<file path="src/rtl/rotor_stage.sv">
// rotor_stage: loadable Enigma rotor permutation with inverse build, stepping position, programmable latency and turnover carry
module rotor_stage #(
  parameter int N = 26,
  parameter int W = 8,
  parameter int DELAY_W = 32
) (
  input  logic             clk,
  input  logic             reset,
  input  logic             set,
  input  logic             en,
  input  logic             valid,
  input  logic             rot,
  input  logic [W-1:0]     din,
  input  logic [W-1:0]     offset,
  input  logic [W-1:0]     notch,
  input  logic [DELAY_W-1:0] delay,
  input  logic [N*W-1:0]   idx_in,
  input  logic             dec,
  output logic [W-1:0]     dout,
  output logic             done,
  output logic             carry,
  output logic             ready,
  output logic             config_err
);
  localparam int IW = (N > 1) ? $clog2(N) : 1;
  localparam logic [2:0] UNCONF = 3'd0, BUILD = 3'd1, READY = 3'd2, BUSY = 3'd3, ERR = 3'd4;
  localparam logic [W:0] NN = (W+1)'(N);
  logic [2:0] state;
  logic [W-1:0] fwd [N];
  logic [W-1:0] inv [N];
  logic [N-1:0] written;
  logic [W-1:0] pos, notch_q, res;
  logic [DELAY_W-1:0] dly, cnt;
  logic [IW-1:0] bi;
  logic bad_seen;
  logic [W:0] sum, diff;
  logic [IW-1:0] ei, fi;
  logic [W-1:0] f, m, enc;
  logic bad, flagged, accept, step;
  always_comb begin
    sum = {1'b0, din} + {1'b0, pos};
    ei = IW'(sum >= NN ? sum - NN : sum);
    m = dec ? inv[ei] : fwd[ei];
    diff = {1'b0, m} + NN - {1'b0, pos};
    enc = ({1'b0, din} < NN) ? W'(diff >= NN ? diff - NN : diff) : din;
    f = fwd[bi];
    fi = IW'(f);
    bad = ({1'b0, f} >= NN) || written[fi];
    flagged = bad_seen || bad;
    accept = (state == READY) && en && valid;
    step = en && rot && ((state == READY) || (state == BUSY));
  end
  always_ff @(posedge clk) begin
    if (reset) begin
      state <= UNCONF;
      dout <= '0;
      done <= 1'b0;
      carry <= 1'b0;
      ready <= 1'b0;
      config_err <= 1'b0;
      pos <= '0;
      notch_q <= '0;
      res <= '0;
      dly <= '0;
      cnt <= '0;
      bi <= '0;
      bad_seen <= 1'b0;
      written <= '0;
      for (int k = 0; k < N; k++) begin
        fwd[k] <= '0;
        inv[k] <= '0;
      end
    end else if (set) begin
      for (int k = 0; k < N; k++) fwd[k] <= idx_in[k*W +: W];
      written <= '0;
      pos <= W'({1'b0, offset} % NN);
      notch_q <= notch;
      dly <= delay;
      bi <= '0;
      bad_seen <= 1'b0;
      state <= BUILD;
      ready <= 1'b0;
      config_err <= 1'b0;
      done <= 1'b0;
      carry <= 1'b0;
    end else begin
      done <= 1'b0;
      carry <= step && (pos == notch_q);
      if (step) pos <= (pos == W'(N-1)) ? '0 : pos + 1'b1;
      if (state == BUILD) begin
        if (bad) bad_seen <= 1'b1;
        else begin
          inv[fi] <= W'(bi);
          written[fi] <= 1'b1;
        end
        if (bi == IW'(N-1)) begin
          state <= flagged ? ERR : READY;
          ready <= !flagged;
          config_err <= flagged;
        end else bi <= bi + 1'b1;
      end else if (accept) begin
        res <= enc;
        cnt <= '0;
        state <= BUSY;
        ready <= 1'b0;
        if (dly == '0) begin
          dout <= enc;
          done <= 1'b1;
        end
      end else if (state == BUSY) begin
        if (cnt == dly) begin
          state <= READY;
          ready <= 1'b1;
        end else begin
          cnt <= cnt + 1'b1;
          if (cnt + 1'b1 == dly) begin
            dout <= res;
            done <= 1'b1;
          end
        end
      end
    end
  end
endmodule

</file>
<file path="config.mk">
export PLATFORM = sky130hd
export DESIGN_NAME = rotor_stage
export DESIGN_NICKNAME = d
export VERILOG_FILES = /design/src/rtl/rotor_stage.sv
export SDC_FILE = /design/constraint.sdc
export NUM_CORES = 1
export LEC_CHECK = 0
export BUFFER_PORTS_ARGS = -buffer_cell sky130_fd_sc_hd__buf_2
export CAP_MARGIN = 20
export CORE_ASPECT_RATIO = 1.25
export CORE_MARGIN = 2
export CORE_UTILIZATION = 60
export DETAILED_ROUTE_END_ITERATION = 10
export PLACE_DENSITY = 0.78
export SYNTH_ARGS = -nofsm -noshare
export SYNTH_HDL_FRONTEND = slang
export SYNTH_SLANG_ARGS = --single-unit
</file>
<file path="constraint.sdc">
create_clock -name clk -period 10.3 [get_ports clk]
set_clock_uncertainty 0.05 [all_clocks]
set_input_delay 2.06 -clock clk [delete_from_list [all_inputs] [get_ports clk]]
set_output_delay 2.06 -clock clk [all_outputs]
set_load 0.02 [all_outputs]
</file>
==> flow_summary.json, run 1 <==
{
  "status": "complete, no violations",
  "gp_congestion": 0.924,
  "whs_path_depth": 2,
  "powerDensity_mw_per_mm2": 190,
  "grt_pass1_wl_um": 123000,
  "worstHoldEndpoint": "written[9]$_SDFFE_PP0P_",
  "cts_tree": "yes",
  "setup_viol": 0,
  "synth.largest_area_cell": "edfxtp_1",
  "crit_path_start": "din[0]",
  "met1_usage_pct": 38.7,
  "clk_path_buf_depth": 3,
  "grt_util_met2_pct": 59.2,
  "max_freq_ghz": 0.114,
  "synth_edf_count": 368,
  "fin_nets": 3240,
  "busiest_layer": "met2",
  "portBuffers": 282,
  "postCtsResizedCells": 0,
  "yosys_register_bits": 508,
  "p_leak_nw": 12.0,
  "syn_area_mm2": 0.0276,
  "clkLatencyLatePin_ps": 620,
  "numCtsBuffers": 50,
  "ys.warnings.count": 0,
  "synth_cell_type_count": 106,
  "die-area_mm2": 0.0478,
  "async_flop_share_pct": 0,
  "area_growth_pct": 13.4,
  "end_kind": "register",
  "grt_antenna_before_repair": 6,
  "hpwl_um": 57300,
  "worst-r2r-setup-slack_ps": 2600,
  "period_needed_ps": 8760,
  "grt_pass1_vias": 22008,
  "tightest_slew_ps": 1110,
  "final_hold_viol_count": 0,
  "synthCells": 2700,
  "synth_flop_cell": "edfxtp_1",
  "rr_startpoint": "pos[0]$_SDFFE_PP0P_",
  "syn_avg_cell_area_um2": 10.2,
  "routed-via-count": 21995,
  "fin_crit_sh_pct": 85.1,
  "critPathArrivalTime_ps": 9240,
  "core_mm2": 0.0453,
  "cap_violations": 0,
  "wl_per_cell_um": 22.1,
  "rsz0062_at_grt": "false",
  "ir_drop_v": 0.000142,
  "drc": 0,
  "pin_count": 283,
  "grt_start_max_net_pins": 145,
  "start_kind": "input pin",
  "cpMaxStageDelayCell": "xnor2_2",
  "grt_usage_pct": 33.1,
  "critPathTopFamily": "compound AO/OA/AOI/OAI gates",
  "clock-sinks": 508,
  "cts_hold_buffers": 0,
  "r2r_end": "dout[2]$_SDFFE_PP0P_",
  "relSlewSlack_pct": 25.6,
  "slew_violations": 0,
  "drtIter0Drc": 1827,
  "die_w_um": 196,
  "first_pass_iters": 6,
  "path_clk_slew_ps": 60,
  "start_util_pct": 61.0,
  "crit_buf_inv": 5,
  "clockRootBuffer": "clkbuf_16",
  "required_ps": 10780,
  "reg2regPathDepth": 29,
  "cp_max_fo": 64,
  "hold_class": "register to register",
  "fin_setup_tns_ps": 0,
  "hp-start": "written[9]$_SDFFE_PP0P_",
  "synthTopCellsByArea": "edfxtp_1 (40%), dfxtp_1 (10%), nand2_1 (4.9%)",
  "post_cts_buffers": 0,
  "max_stage_delay_ps": 910,
  "via_per_inst": 6.18,
  "drive_gt1_share_pct": 18.7,
  "grt-ovfl-total": 0,
  "yosys.area.top_type_share_pct": 40.0,
  "die_height_um": 244,
  "seq_area_frac_synth_pct": 50.1,
  "antenna_left": 0,
  "htree_levels": 2,
  "finalPower_mw": 5.96,
  "drt-total-wl_um": 78500,
  "rows": 87,
  "grt_util_met3_pct": 5.24,
  "critical_path_class": "input pin to register"
}
## cells in the mapped netlist (10+ instances only)
| cell | count |
|---|---|
| a211oi_1 | 23 |
| a21o_1 | 10 |
| a21oi_1 | 82 |
| a221oi_1 | 11 |
| a22oi_1 | 20 |
| a31oi_1 | 28 |
| a32oi_1 | 16 |
| and2_1 | 160 |
| and3_1 | 18 |
| buf_1 | 12 |
| buf_2 | 13 |
| clkbuf_1 | 135 |
| dfxtp_1 | 140 |
| edfxtp_1 | 368 |
| ha_1 | 32 |
| inv_1 | 35 |
| mux2_2 | 14 |
| mux2i_1 | 115 |
| mux4_2 | 33 |
| nand2_1 | 359 |
| nand2b_1 | 41 |
| nand3_1 | 103 |
| nand3_4 | 21 |
| nand4_1 | 59 |
| nor2_1 | 279 |
| nor2_2 | 31 |
| nor2b_1 | 82 |
| nor3_1 | 39 |
| nor4_1 | 39 |
| o211ai_1 | 30 |
| o21ai_0 | 59 |
| or3_1 | 12 |
| xnor2_1 | 41 |
| xor2_1 | 59 |
## registers in the layout, indices dropped and copies added (netlist names), 26 cells and up, named ones only
register,cells
dly,32
fwd,208
written,26
cnt,32
inv,160
## final cells by class
cell class	instances	area, um^2
repair buffers	327	1780
diodes	5	12.5
clock inverters	33	415
inverters	41	161
fillers	3397	13900
well taps	578	723
multi-input cells	2007	13100
clock buffers	60	1330
flip-flops and latches	508	13900
## per-layer routing
metal | part of all wire [%] | up-vias
met4 | 5.2 | 2
met3 | 7.1 | 240
met2 | 51 | 1061
met1 | 37 | 10473
li1 | - | 10219
met5 | 0.022 | -
## tightest hold or removal path, cell delays in order, from the launching register on
cell,delay [ps]
dfxtp_1,310
nand2_1,50
nand2_1,40
## placed cells by master, fill, tap and decap left out, types with 9 or more instances in the layout
cell type and count:
edfxtp_1 368, nand2_1 359, buf_2 281, nor2_1 277
and2_1 160, dfxtp_1 138, mux2i_1 114, nand3_1 103
nor2b_1 82, a21oi_1 81, o21ai_0 59, xor2_1 59
nand4_1 59, clkbuf_16 51, buf_4 43, nand2b_1 41
nor3_1 39, xnor2_1 39, nor4_1 39, inv_1 34
mux4_2 33, nor2_2 32, ha_1 31, o211ai_1 30
conb_1 30, a31oi_1 28, a211oi_1 23, nand3_4 21
a22oi_1 20, and3_1 18, a32oi_1 16, mux2_2 14
or3_1 12, clkinv_1 11, a221oi_1 11, a21o_1 10
o31ai_1 9, bufinv_16 9
## cell families (layout without fill, tap and decap cells)
kind of cell               Yosys count  after routing  share of synthesized area [%]
muxes                              163            163                           7.46
and+or+nand+nor                   1293           1293                           24.4
other                                1             35                         0.0136
adders and majority gates           34             34                           1.59
xor gates and xnor gates           100            100                           3.17
AOI/OAI and AO/OA                  387            387                           9.95
buffers and inverters              214            461                           3.29
DFF                                508            508                           50.1
## per-stage QoR
| step | util (%) | hold WS [ps] | worst slack, ps | area, um^2 | cells |
|---|---|---|---|---|---|
| after global placement | 65.3 | 378 | 1240 | 29600 | 3459 |
| after detailed placement | 65.3 | 386 | 1050 | 29600 | 3460 |
| after floorplan | - | 368 | 1040 | 27700 | 2729 |
| after CTS | 69.2 | 394 | 1670 | 31300 | 3553 |
| final | 69.2 | 394 | 1540 | 31300 | 3559 |
| after global routing | 69.2 | 410 | 1100 | 31300 | 3559 |
## worst max-delay path by stage
stage	end	slack, ps	depth (start not counted)
after CTS	dout[2]$_SDFFE_PP0P_	1670	30
after global placement	dout[2]$_SDFFE_PP0P_	1240	30
after detailed placement	dout[2]$_SDFFE_PP0P_	1050	30
after global routing	dout[2]$_SDFFE_PP0P_	1100	30
after floorplan	state[2]$_SDFFE_PP0P_	1040	5
final	dout[2]$_SDFFE_PP0P_	1540	30
## where the power goes
part / switching [mW] / internal [mW]
clock: 0.810 / 1.15
sequential: 0.0804 / 2.31
combinational: 1.01 / 0.603
(Power assumes the default switching activity.)
==> run 2, diff against run 1 <==
--- a/config.mk
+++ b/config.mk
@@ -11,7 +11,7 @@
 export CORE_MARGIN = 2
 export CORE_UTILIZATION = 60
 export DETAILED_ROUTE_END_ITERATION = 10
-export PLACE_DENSITY = 0.78
+export PLACE_DENSITY = 0.81
 export SYNTH_ARGS = -nofsm -noshare
 export SYNTH_HDL_FRONTEND = slang
 export SYNTH_SLANG_ARGS = --single-unit
==> constraint.sdc (replaced) <==
create_clock -name clk -period 10.3 [get_ports clk]
set_clock_uncertainty 0.05 [all_clocks]
set_input_delay 2.06 -clock clk [delete_from_list [all_inputs] [get_ports clk]]
set_output_delay 2.06 -clock clk [all_outputs]
set_load 0.1 [all_outputs]
==> flow_summary.json, run 2 (same netlist as run 1, synthesis figures left out) <==
{
  "status": "complete, no violations",
  "drtIter0Drc": 1970,
  "critical_path_class": "input pin to register",
  "die-area_mm2": 0.0478,
  "grt_pass1_vias": 22114,
  "drc": 0,
  "layout_common_cells": "edfxtp_1 (368), nand2_1 (359), buf_2 (282), nor2_1 (277), and2_1 (160)",
  "rows": 87,
  "core_mm2": 0.0453,
  "start_kind": "input pin",
  "grt_pass1_wl_um": 122000,
  "largest_reg_flops": 208,
  "start_util_pct": 61.0,
  "largestRegisters": "fwd x208, inv x160",
  "layout_commonest_cell": "edfxtp_1",
  "cp_max_fo": 22,
  "clkLatencyLatePin_ps": 630,
  "die_height_um": 244,
  "grt_antenna_before_repair": 0,
  "clock-sinks": 508,
  "clockRootBuffer": "clkbuf_16",
  "fillers": 3328,
  "cts_hold_buffers": 0,
  "fin_crit_sh_pct": 87.1,
  "fin_util_pct": 69.3,
  "relSlewSlack_pct": 23.6,
  "htree_levels": 2,
  "fin_nets": 3235,
  "dp.cells": 3454,
  "setup_viol": 0,
  "portBuffers": 282,
  "numCtsBuffers": 51,
  "drive_gt1_share_pct": 18.7,
  "grt-ovfl-total": 0,
  "routed-via-count": 22329,
  "path_clk_slew_ps": 70,
  "cap_violations": 0,
  "fin_setup_tns_ps": 0,
  "wl_per_cell_um": 22.4,
  "die_w_um": 196,
  "final_hold_viol_count": 0,
  "wl_met1_um": 29300,
  "grt_start_max_net_pins": 145,
  "critPathArrivalTime_ps": 9470,
  "max_freq_ghz": 0.111,
  "post_cts_buffers": 0,
  "drt-total-wl_um": 79600,
  "tightest_slew_ps": 1150,
  "hpwl_um": 57100,
  "via_per_inst": 6.29,
  "top_layer": "met4",
  "gp_congestion": 0.921,
  "wl_met3_um": 5420,
  "grt_usage_pct": 33.0,
  "postCtsResizedCells": 0,
  "rsz0062_at_grt": "false",
  "area_growth_pct": 13.5,
  "powerDensity_mw_per_mm2": 191,
  "ir_drop_v": 0.000163,
  "cts_tree": "yes",
  "pin_count": 283,
  "fin_cells": 3551,
  "end_kind": "register",
  "first_pass_iters": 6,
  "max_stage_delay_ps": 840,
  "wl_met2_um": 40400,
  "clk_path_buf_depth": 3,
  "antenna_left": 0,
  "fin_area_mm2": 0.0314,
  "cpMaxStageDelayCell": "xnor2_2",
  "setup_slack_ps": 1330,
  "largest-register": "fwd",
  "slew_violations": 0,
  "hold_class": "register to register",
  "period_needed_ps": 8970,
  "placed_area_mm2": 0.0296,
  "dp_slack_ps": 824,
  "required_ps": 10800,
  "p_leak_nw": 12.0,
  "diodes": 0
}
==> run 2: changes by cell type in the layout (fill, tap and decap cells not counted), moves of 3 or more <==
cell,before,now
clkinv_1,11,6
clkinv_2,8,3
diode_2,5,0
clkbuf_1,7,10
clkinvlp_4,3,7
buf_4,43,35
==> run 2: cell type report <==
cell class	count	area, um^2	area share [%]
tap	578	723	2.31
sequential	508	13900	44.2
multi-input combinational	2007	13100	41.6
inverter	41	161	0.515
clock buffer	68	1420	4.54
clock inverter	28	380	1.21
timing repair buffer	321	1760	5.62
==> run 2: metal layers <==
layer	up-vias	global-route usage [%]
met5	-	0
met4	0	16.7
met3	259	3.93
met2	1135	59.0
met1	10733	39.2
li1	10202	-
==> run 2: worst paths after layout <==
path,startpoint,end,slack [ps],cells after the start
max,din[0],dout[2]$_SDFFE_PP0P_,1330,29
min,written[7]$_SDFFE_PP0P_,written[7]$_SDFFE_PP0P_,390,2
max reg2reg,pos[0]$_SDFFE_PP0P_,dout[2]$_SDFFE_PP0P_,2370,28
min reg2reg,written[7]$_SDFFE_PP0P_,written[7]$_SDFFE_PP0P_,390,2
==> run 2: critical path: cells and delay by family <==
kind | cells | cell delay [ps]
AO/OA/AOI/OAI | 9 | 2100
buffers and inverters | 4 | 680
multiplexers | 1 | 330
AND/OR/NAND/NOR | 8 | 1450
XOR/XNOR | 2 | 1330
adder cells (fa/ha/maj) | 5 | 1490
==> run 2: through the flow <==
stage / hold WS [ps] / total power, mW
CTS: 393 / 5.98
detailed placement: 383 / 4.00
global placement: 377 / 3.95
floorplan: 368 / 3.51
global route: 410 / 6.22
finish: 393 / 6.00
==> run 2: power breakdown <==
group	switching (mW)	internal [mW]	total, mW
sequential	0.0806	2.31	2.39
combinational	1.02	0.603	1.62
clock	0.834	1.16	1.99
total	1.93	4.07	6.00
